[src/rtl/cirno9_mem_arb.sv]
// Single-port SRAM arbiter/sequencer for fetch, load/store and the external slave.
// Fixed priority ls > ex > if. A starvation counter forces fetch to win after STARVE_MAX losses.
module cirno9_mem_arb #(
  parameter int unsigned STARVE_MAX = 8
) (
  input  logic        clk,
  input  logic        rst,
  input  logic        i_hs_if_val,
  input  logic        i_hs_ls_val,
  input  logic        i_hs_ex_val,
  output logic        o_hs_if_rdy,
  output logic        o_hs_ls_rdy,
  output logic        o_hs_ex_rdy,
  input  logic [31:0] i_if_adr,
  input  logic [31:0] i_ls_adr,
  input  logic [31:0] i_ex_adr,
  input  logic [31:0] i_if_wdat,
  input  logic [31:0] i_ls_wdat,
  input  logic [31:0] i_ex_wdat,
  input  logic [3:0]  i_if_wen,
  input  logic [3:0]  i_ls_wen,
  input  logic [3:0]  i_ex_wen,
  input  logic        i_if_ren,
  input  logic        i_ls_ren,
  input  logic        i_ex_ren,
  output logic        o_if_rsp,
  output logic        o_ls_rsp,
  output logic        o_ex_rsp,
  output logic [31:0] o_rdat,
  output logic        o_sram_ren,
  output logic [3:0]  o_sram_wen,
  output logic [31:0] o_adr,
  output logic [31:0] o_wdat,
  input  logic        i_hs_ram4ls_rdy,
  input  logic [31:0] i_sram_rdat
);

  typedef enum logic [1:0] {IDLE, CMD, RDAT, ACK} state_t;

  localparam logic [7:0] STARVE_LIM = 8'(STARVE_MAX);
  localparam logic [1:0] OWN_IF = 2'd0;
  localparam logic [1:0] OWN_LS = 2'd1;
  localparam logic [1:0] OWN_EX = 2'd2;

  state_t      state_q, state_d;
  logic [7:0]  starve_q, starve_d;
  logic [31:0] adr_q, adr_d;
  logic [31:0] wdat_q, wdat_d;
  logic [3:0]  wen_q, wen_d;
  logic        ren_q, ren_d;
  logic [1:0]  own_q, own_d;

  logic        gnt_if, gnt_ls, gnt_ex, rsp_any;
  logic [31:0] sel_adr, sel_wdat;
  logic [3:0]  sel_wen;
  logic        sel_ren;

  always_comb begin
    state_d    = state_q;
    starve_d   = starve_q;
    adr_d      = adr_q;
    wdat_d     = wdat_q;
    wen_d      = wen_q;
    ren_d      = ren_q;
    own_d      = own_q;
    gnt_if     = 1'b0;
    gnt_ls     = 1'b0;
    gnt_ex     = 1'b0;
    rsp_any    = 1'b0;
    sel_adr    = i_if_adr;
    sel_wdat   = i_if_wdat;
    sel_wen    = i_if_wen;
    sel_ren    = i_if_ren;
    o_rdat     = 32'd0;
    o_sram_ren = 1'b0;
    o_sram_wen = 4'd0;

    case (state_q)
      IDLE: begin
        // No grant while reset is held: the request would be discarded anyway.
        if (!rst) begin
          if (i_hs_if_val && (starve_q == STARVE_LIM || (!i_hs_ls_val && !i_hs_ex_val)))
            gnt_if = 1'b1;
          else if (i_hs_ls_val)
            gnt_ls = 1'b1;
          else if (i_hs_ex_val)
            gnt_ex = 1'b1;
        end
        if (gnt_ls) begin
          sel_adr = i_ls_adr; sel_wdat = i_ls_wdat; sel_wen = i_ls_wen; sel_ren = i_ls_ren;
          own_d   = OWN_LS;
        end else if (gnt_ex) begin
          sel_adr = i_ex_adr; sel_wdat = i_ex_wdat; sel_wen = i_ex_wen; sel_ren = i_ex_ren;
          own_d   = OWN_EX;
        end else if (gnt_if) begin
          own_d   = OWN_IF;
        end
        if (gnt_if || gnt_ls || gnt_ex) begin
          adr_d   = sel_adr;
          wdat_d  = sel_wdat;
          wen_d   = sel_wen;
          ren_d   = sel_ren && (sel_wen == 4'd0);
          state_d = (sel_wen != 4'd0 || sel_ren) ? CMD : ACK;
        end
        if (!i_hs_if_val || gnt_if)
          starve_d = 8'd0;
        else if (starve_q < STARVE_LIM)
          starve_d = starve_q + 8'd1;
      end
      CMD: begin
        o_sram_ren = ren_q;
        o_sram_wen = wen_q;
        if (i_hs_ram4ls_rdy) begin
          if (wen_q != 4'd0) begin
            rsp_any = 1'b1;
            state_d = IDLE;
          end else begin
            state_d = RDAT;
          end
        end
      end
      RDAT: begin
        o_rdat  = i_sram_rdat;
        rsp_any = 1'b1;
        state_d = IDLE;
      end
      default: begin
        rsp_any = 1'b1;
        state_d = IDLE;
      end
    endcase
  end

  assign o_hs_if_rdy = gnt_if;
  assign o_hs_ls_rdy = gnt_ls;
  assign o_hs_ex_rdy = gnt_ex;
  assign o_if_rsp    = rsp_any && (own_q == OWN_IF);
  assign o_ls_rsp    = rsp_any && (own_q == OWN_LS);
  assign o_ex_rsp    = rsp_any && (own_q == OWN_EX);
  assign o_adr       = adr_q;
  assign o_wdat      = wdat_q;

  always_ff @(posedge clk) begin
    if (rst) begin
      state_q  <= IDLE;
      starve_q <= 8'd0;
      adr_q    <= 32'd0;
      wdat_q   <= 32'd0;
      wen_q    <= 4'd0;
      ren_q    <= 1'b0;
      own_q    <= 2'd0;
    end else begin
      state_q  <= state_d;
      starve_q <= starve_d;
      adr_q    <= adr_d;
      wdat_q   <= wdat_d;
      wen_q    <= wen_d;
      ren_q    <= ren_d;
      own_q    <= own_d;
    end
  end

endmodule

[config.mk]
export PLATFORM = sky130hd
export DESIGN_NAME = cirno9_mem_arb
export DESIGN_NICKNAME = d
export VERILOG_FILES = /design/src/rtl/cirno9_mem_arb.sv
export SDC_FILE = /design/constraint.sdc
export NUM_CORES = 1
export LEC_CHECK = 0
export ABC_AREA = 0
export BUFFER_PORTS_ARGS = -buffer_cell sky130_fd_sc_hd__buf_2
export CORE_AREA = 2 2 135 137
export DETAILED_ROUTE_END_ITERATION = 12
export DIE_AREA = 0 0 137 139
export HOLD_SLACK_MARGIN = 0.05
export PLACE_DENSITY = 0.54
export SLEW_MARGIN = 15
export SYNTH_ARGS = -nofsm -noshare
export SYNTH_HDL_FRONTEND = slang
export SYNTH_SLANG_ARGS = --single-unit
[constraint.sdc]
create_clock -name clk -period 3.35 [get_ports clk]
set_clock_uncertainty 0.2 [all_clocks]
set_input_delay 0.67 -clock clk [delete_from_list [all_inputs] [get_ports clk]]
set_output_delay 0.67 -clock clk [all_outputs]
set_load 0.02 [all_outputs]
=== After elaboration in Yosys (flattened, before gate mapping) ===
Cells that the tools add are included.

* Word-level logic and storage cells: 82
* Output and inout port bits: 107
* Bits in registers: 81

* Muxes and demuxes: 41
* Add/subtract/negate cells: 1
* Reduce and logical (&&, ||, !) cells: 25
* Order comparisons: 1
* Eq/ne operators: 7

{| class="wikitable"
|+ Operator list
! cell !! number
|-
| two-way mux 32 bit || 5
|-
| two-way mux 1 bit || 21
|-
| two-way mux 4 bit || 4
|-
| two-way mux 8 bit || 2
|-
| two-way mux 2 bit || 7
|-
| adder 8 x 1 -> 8 bit, second input constant || 1
|-
| equality test 8 x 4 -> 1 bit, second input constant || 1
|-
| < comparator 8 x 4 -> 1 bit, second input constant || 1
|-
| AND reduction 2 bit || 4
|-
| nonzero test 4 bit || 2
|-
| logical AND 1 bit || 6
|-
| logical OR 1 bit || 5
|-
| equality test 2 x 1 -> 1 bit, second input constant || 2
|-
| equality test 2 bit, second input constant || 2
|-
| zero test 2 bit || 2
|-
| zero test 4 bit || 1
|-
| != test 2 bit, second input constant || 2
|-
| one-hot mux 2 bit (2 select lines) || 1
|-
| zero test 1 bit || 3
|-
| nonzero test 3 bit || 1
|-
| one-hot mux 1 bit (2 select lines) || 1
|-
| nonzero test 2 bit || 1
|}

=== Longest topological paths before layout ===
* Word-level depth: 15
* Mapped depth: 10
* Depth with buffers taken out: 8

=== Worst setup path after synthesis ===
No wires, ideal clock.

* Path type: reg-to-output
* Start point: register starve_q[4]
* End point: output port o_hs_ex_rdy
* Slack: 0.593 ns
* Stages on the path, launching flop included: 7
* Required time: 2.480 ns
* Data arrival time: 1.887 ns
* Cell sequence: dfxtp_1 -> or4_4 -> buf_6 -> o211ai_1 -> buf_2 -> buf_2 -> nor2_1

* Word-level cells in the longest chain between the ends: 7

{| class="wikitable"
|+ Ends and longest elaborated chain
! element !! line !! RTL
|-
| start: declaration || 46 || <nowiki>logic [7:0] starve_q, starve_d;</nowiki>
|-
| start signal: assignment || 154 || <nowiki>starve_q <= starve_d;</nowiki>
|-
| equality test 8 x 4 -> 1 bit || 82 || <nowiki>if (i_hs_if_val && (starve_q == STARVE_LIM || (!i_hs_ls_val && !i_hs_ex_val)))</nowiki>
|-
| logical OR 1 bit || 82 ||
|-
| logical AND 1 bit || 82 ||
|-
| two-way mux 1 bit || 82 ||
|-
| two-way mux 1 bit || 81 || <nowiki>if (!rst) begin</nowiki>
|-
| two-way mux 1 bit (2 in series) || 78 || <nowiki>case (state_q)</nowiki>
|-
| end: declaration || 13 || <nowiki>output logic o_hs_ex_rdy,</nowiki>
|}

Every way passes these cells. The select of a mux whose other input is x is not followed.

=== Worst setup path after layout ===
* Start point: register starve_q[4]
* End point: output port o_hs_if_rdy

* Word-level cells in the longest chain between the ends: 7

{| class="wikitable"
|+ Ends and longest elaborated chain
! element !! line !! RTL
|-
| equality test 8 x 4 -> 1 bit || 82 ||
|-
| logical OR 1 bit || 82 ||
|-
| logical AND 1 bit || 82 ||
|-
| two-way mux 1 bit || 82 ||
|-
| two-way mux 1 bit || 81 ||
|-
| two-way mux 1 bit (2 in series) || 78 ||
|-
| end: declaration || 11 || <nowiki>output logic o_hs_if_rdy,</nowiki>
|}

Every way passes these cells. The select of a mux whose other input is x is not followed.

==> flow_metrics.py <==
metrics = {
    "global_route": {
        "grt_start_max_net_pins": 75,
        "grt_overflow": 0,
        "antenna_found_initial": 0,
        "grt_pass1_vias": 4974,
        "grt_pass1_wl_um": 24590,
        "grt_usage": 0.1657,
    },
    "cells_and_area": {
        "multi_input_area_um2": 2674,
        "nets": 1155,
        "fillerInstances": 1903,
        "n_antenna_cell": 0,
        "utilization": 0.3853,
        "drive_gt1_frac": 0.4198,
        "area_growth_pct": 50.94,
        "regArea_um2": 1622,
    },
    "timing": {
        "maxSlewHeadroom": 0.5707,
        "setup_ws_ps": 491.9,
        "setup_viol_count_final": 0,
        "final_max_slew_viol_count": 0,
        "post-route-period-util": 0.8532,
        "tightest_slew_ps": 644.0,
        "fmax_mhz": 349.9,
        "min_period_ps": 2858,
        "hold_viol": 0,
        "fin_setup_tns_ps": 0,
        "rsz0062_at_grt": "false",
    },
    "critical_path": {
        "path_class": "reg -> out",
        "regToRegStartpoint": "starve_q[4]$_SDFFE_PP0P_",
        "path_cells": "or4_4 -> o31a_1 -> and3b_1 -> buf_2",
        "reg2reg_slack_ps": 740,
        "cp_max_fo": 7,
        "end_kind": "output pin",
        "reg2reg_depth": 8,
        "r2r-end": "o_adr[30]$_SDFFE_PP0P_",
        "critPathTopFamily": "simple AND/OR/NAND/NOR gates",
        "cp.arrival_ps": 1990,
        "startpoint_type": "flip-flop",
        "required_ps": 2480,
        "cpPeakStageDelay_ps": 590,
        "cp_num_buf_inv": 1,
        "slowest_stage": "or4_4",
    },
    "synthesis": {
        "synth_nets": 833,
        "yosysWarnings": 0,
        "synth.distinct_cells": 45,
        "synthCells": 586,
        "yosys-top-cells-area": "dfxtp_1 36%, mux2i_1 14%, nand3_1 8.0%",
        "netlist_area_um2": 4507,
        "synth-edff-count": 0,
        "synth.top_cells.by_count": "81 x dfxtp_1, 73 x nor2_1, 72 x nand3_1",
        "yosys.area_share.simple": 0.2451,
        "synth_compound_area_frac": 0.1943,
        "syn_area_per_cell_um2": 7.691,
        "yosysTopAreaCellShare": 0.3598,
        "synthFlopType": "dfxtp_1",
        "ys_seq_elements": 81,
        "synth_top_family_by_area": "simple AND/OR/NAND/NOR gates",
        "yosysMostFrequentCell": "dfxtp_1",
        "yosys.area_share.adder": 0.005552,
        "synth_xor_area_frac": 0.001943,
        "synthMuxAreaShare": 0.1421,
        "synth_area_leader_cell": "dfxtp_1",
        "yosysSeqAreaShare": 0.3598,
        "synth-async-reset-ratio": 0,
    },
    "pwr": {
        "p_sw_mw": 0.9574,
        "power_frac_comb": 0.277,
        "seq_power_share": 0.370,
        "power_density_nw_per_um2": 456.4,
        "switching_share": 0.3083,
        "p_int_mw": 2.148,
        "max-vdd-ir-drop_uv": 237.6,
        "clockPowerShare": 0.353,
        "static-leakage-power_nw": 3.705,
    },
    "clocking": {
        "cts_root_buf": "clkbuf_16",
        "cts_sinks": 81,
        "clk_pin_slew_worst_paths_ps": 60,
        "numCtsBuffers": 9,
        "tritoncts": "built",
        "cts_max_path_buffers": 2,
        "cts_setup_buffers": 0,
        "ctsHoldBuffers": 0,
        "clkLatencyLatePin_ps": 330,
        "cts_max_level": 3,
        "cts_resized": 0,
    },
    "floorplan": {
        "fp.dieW_um": 137,
        "die_h_um": 139,
        "ioPinCount": 352,
        "coreArea_um2": 17660,
        "start_util": 0.2552,
        "row_count": 49,
        "die-area_um2": 19040,
    },
    "worst_hold_path": {
        "hold_end": "o_adr[25]$_SDFFE_PP0P_",
        "hp-start": "o_adr[25]$_SDFFE_PP0P_",
        "min_path_type": "reg -> reg",
        "hold_path_depth": 2,
    },
    "status": {
        "outcome": "completed",
    },
    "route": {
        "ant_nets": 0,
        "wl_per_cell_um": 14.41,
        "drc_errors": 0,
        "vias": 5222,
        "dr.pass1.iters": 4,
        "avgViaCountPerCell": 4.585,
        "first_iter_violations": 181,
        "routed_wirelength_um": 16410,
    },
    "placed_design": {
        "gp_congestion": 0.8214,
        "dp_hpwl_um": 13230,
        "pre_cts_ws_ps": 495.6,
        "port_buffers": 351,
    },
    "flow_run": {
        "cap_violations": 0,
    },
}
## power groups by stage
stage / Sequential [mW] / Clock [mW] / Combinational (mW)
finish: 1.15 / 1.10 / 0.859
CTS: 1.15 / 1.13 / 0.871
global placement: 1.17 / 0 / 0.869
floorplan: 1.30 / 0 / 0.365
detailed placement: 1.17 / 0 / 0.871
global route: 1.17 / 1.16 / 0.954
## cells in the final DEF (no fill, tap or decap), types with 2 or more instances in the layout
cell / count
or4_1: 2
or2_2: 2
nand2_1: 11
bufinv_16: 3
o21a_1: 2
mux2i_1: 64
o21ai_1: 35
o211ai_1: 2
buf_4: 6
and2_1: 41
a31oi_1: 2
dfxtp_1: 81
inv_1: 4
nand3_1: 72
clkbuf_16: 9
nand4b_1: 2
nor2_1: 73
buf_2: 351
o21ai_0: 33
nor4_1: 2
ha_1: 2
nor3b_1: 2
o22ai_1: 2
buf_12: 4
nor2b_1: 6
a21oi_1: 71
a32oi_1: 3
nand2b_1: 3
## through the flow
step                power (mW)  area [um^2]  hold slack (ps)  std cells
detailed placement       2.041         6482            248.3       1126
global route             3.278         6803            271.9       1139
finish                   3.105         6803            252.8       1139
CTS                      3.151         6803            257.4       1139
global placement         2.036         6482            243.7       1126
floorplan                1.665         4507            230.9        586
## final cells by class
| type | count | area share |
|---|---|---|
| flip-flops and latches | 81 | 0.2384 |
| repair buffers | 361 | 0.2766 |
| inverters | 5 | 0.002759 |
| multi-input cells | 450 | 0.3930 |
| clock inverters | 4 | 0.01398 |
| well taps | 229 | 0.04212 |
| clock buffers | 9 | 0.03311 |
## layer usage
layer  global-route usage  wire, um  share of wire  vias up
met2               0.3161      8611           0.52      213
met1               0.1760      6324           0.39     2281
met5                    0         0              0        -
met4              0.06131       348          0.021        0
li1                     -         -              -     2708
met3              0.03253      1125          0.069       20
## worst min-delay path: stages (launching register included)
cell and delay, ps:
dfxtp_1 300, nand3_1 50, o21ai_1 50
## sequential cells by signal, summed over array words and instances, names as in the netlist
name / count
o_adr: 32
state_q: 2
o_wdat: 32
own_q: 2
ren_q: 1
starve_q: 8
wen_q: 4
## cell families after synthesis
logic type,Yosys count
AOI/OAI and AO/OA,161
adders and majority gates,2
xor gates and xnor gates,1
muxes,64
buffers and inverters,55
and+or+nand+nor,222
DFF,81
## worst max path at each step
stage          slack, ps                      end                      from  cells past startpoint
2_1_floorplan        590              o_hs_ex_rdy  starve_q[4]$_SDFFE_PP0P_                      6
3_3_place_gp         520  state_q[1]$_SDFFE_PP0P_               i_hs_ls_val                      7
3_5_place_dp         500  state_q[1]$_SDFFE_PP0P_               i_hs_ls_val                      7
4_1_cts              440              o_hs_if_rdy  starve_q[4]$_SDFFE_PP0P_                      4
5_1_grt              400              o_hs_ex_rdy  starve_q[4]$_SDFFE_PP0P_                      4
6_report             490              o_hs_if_rdy  starve_q[4]$_SDFFE_PP0P_                      4
Note: power is estimated with default switching activity, not from simulation.
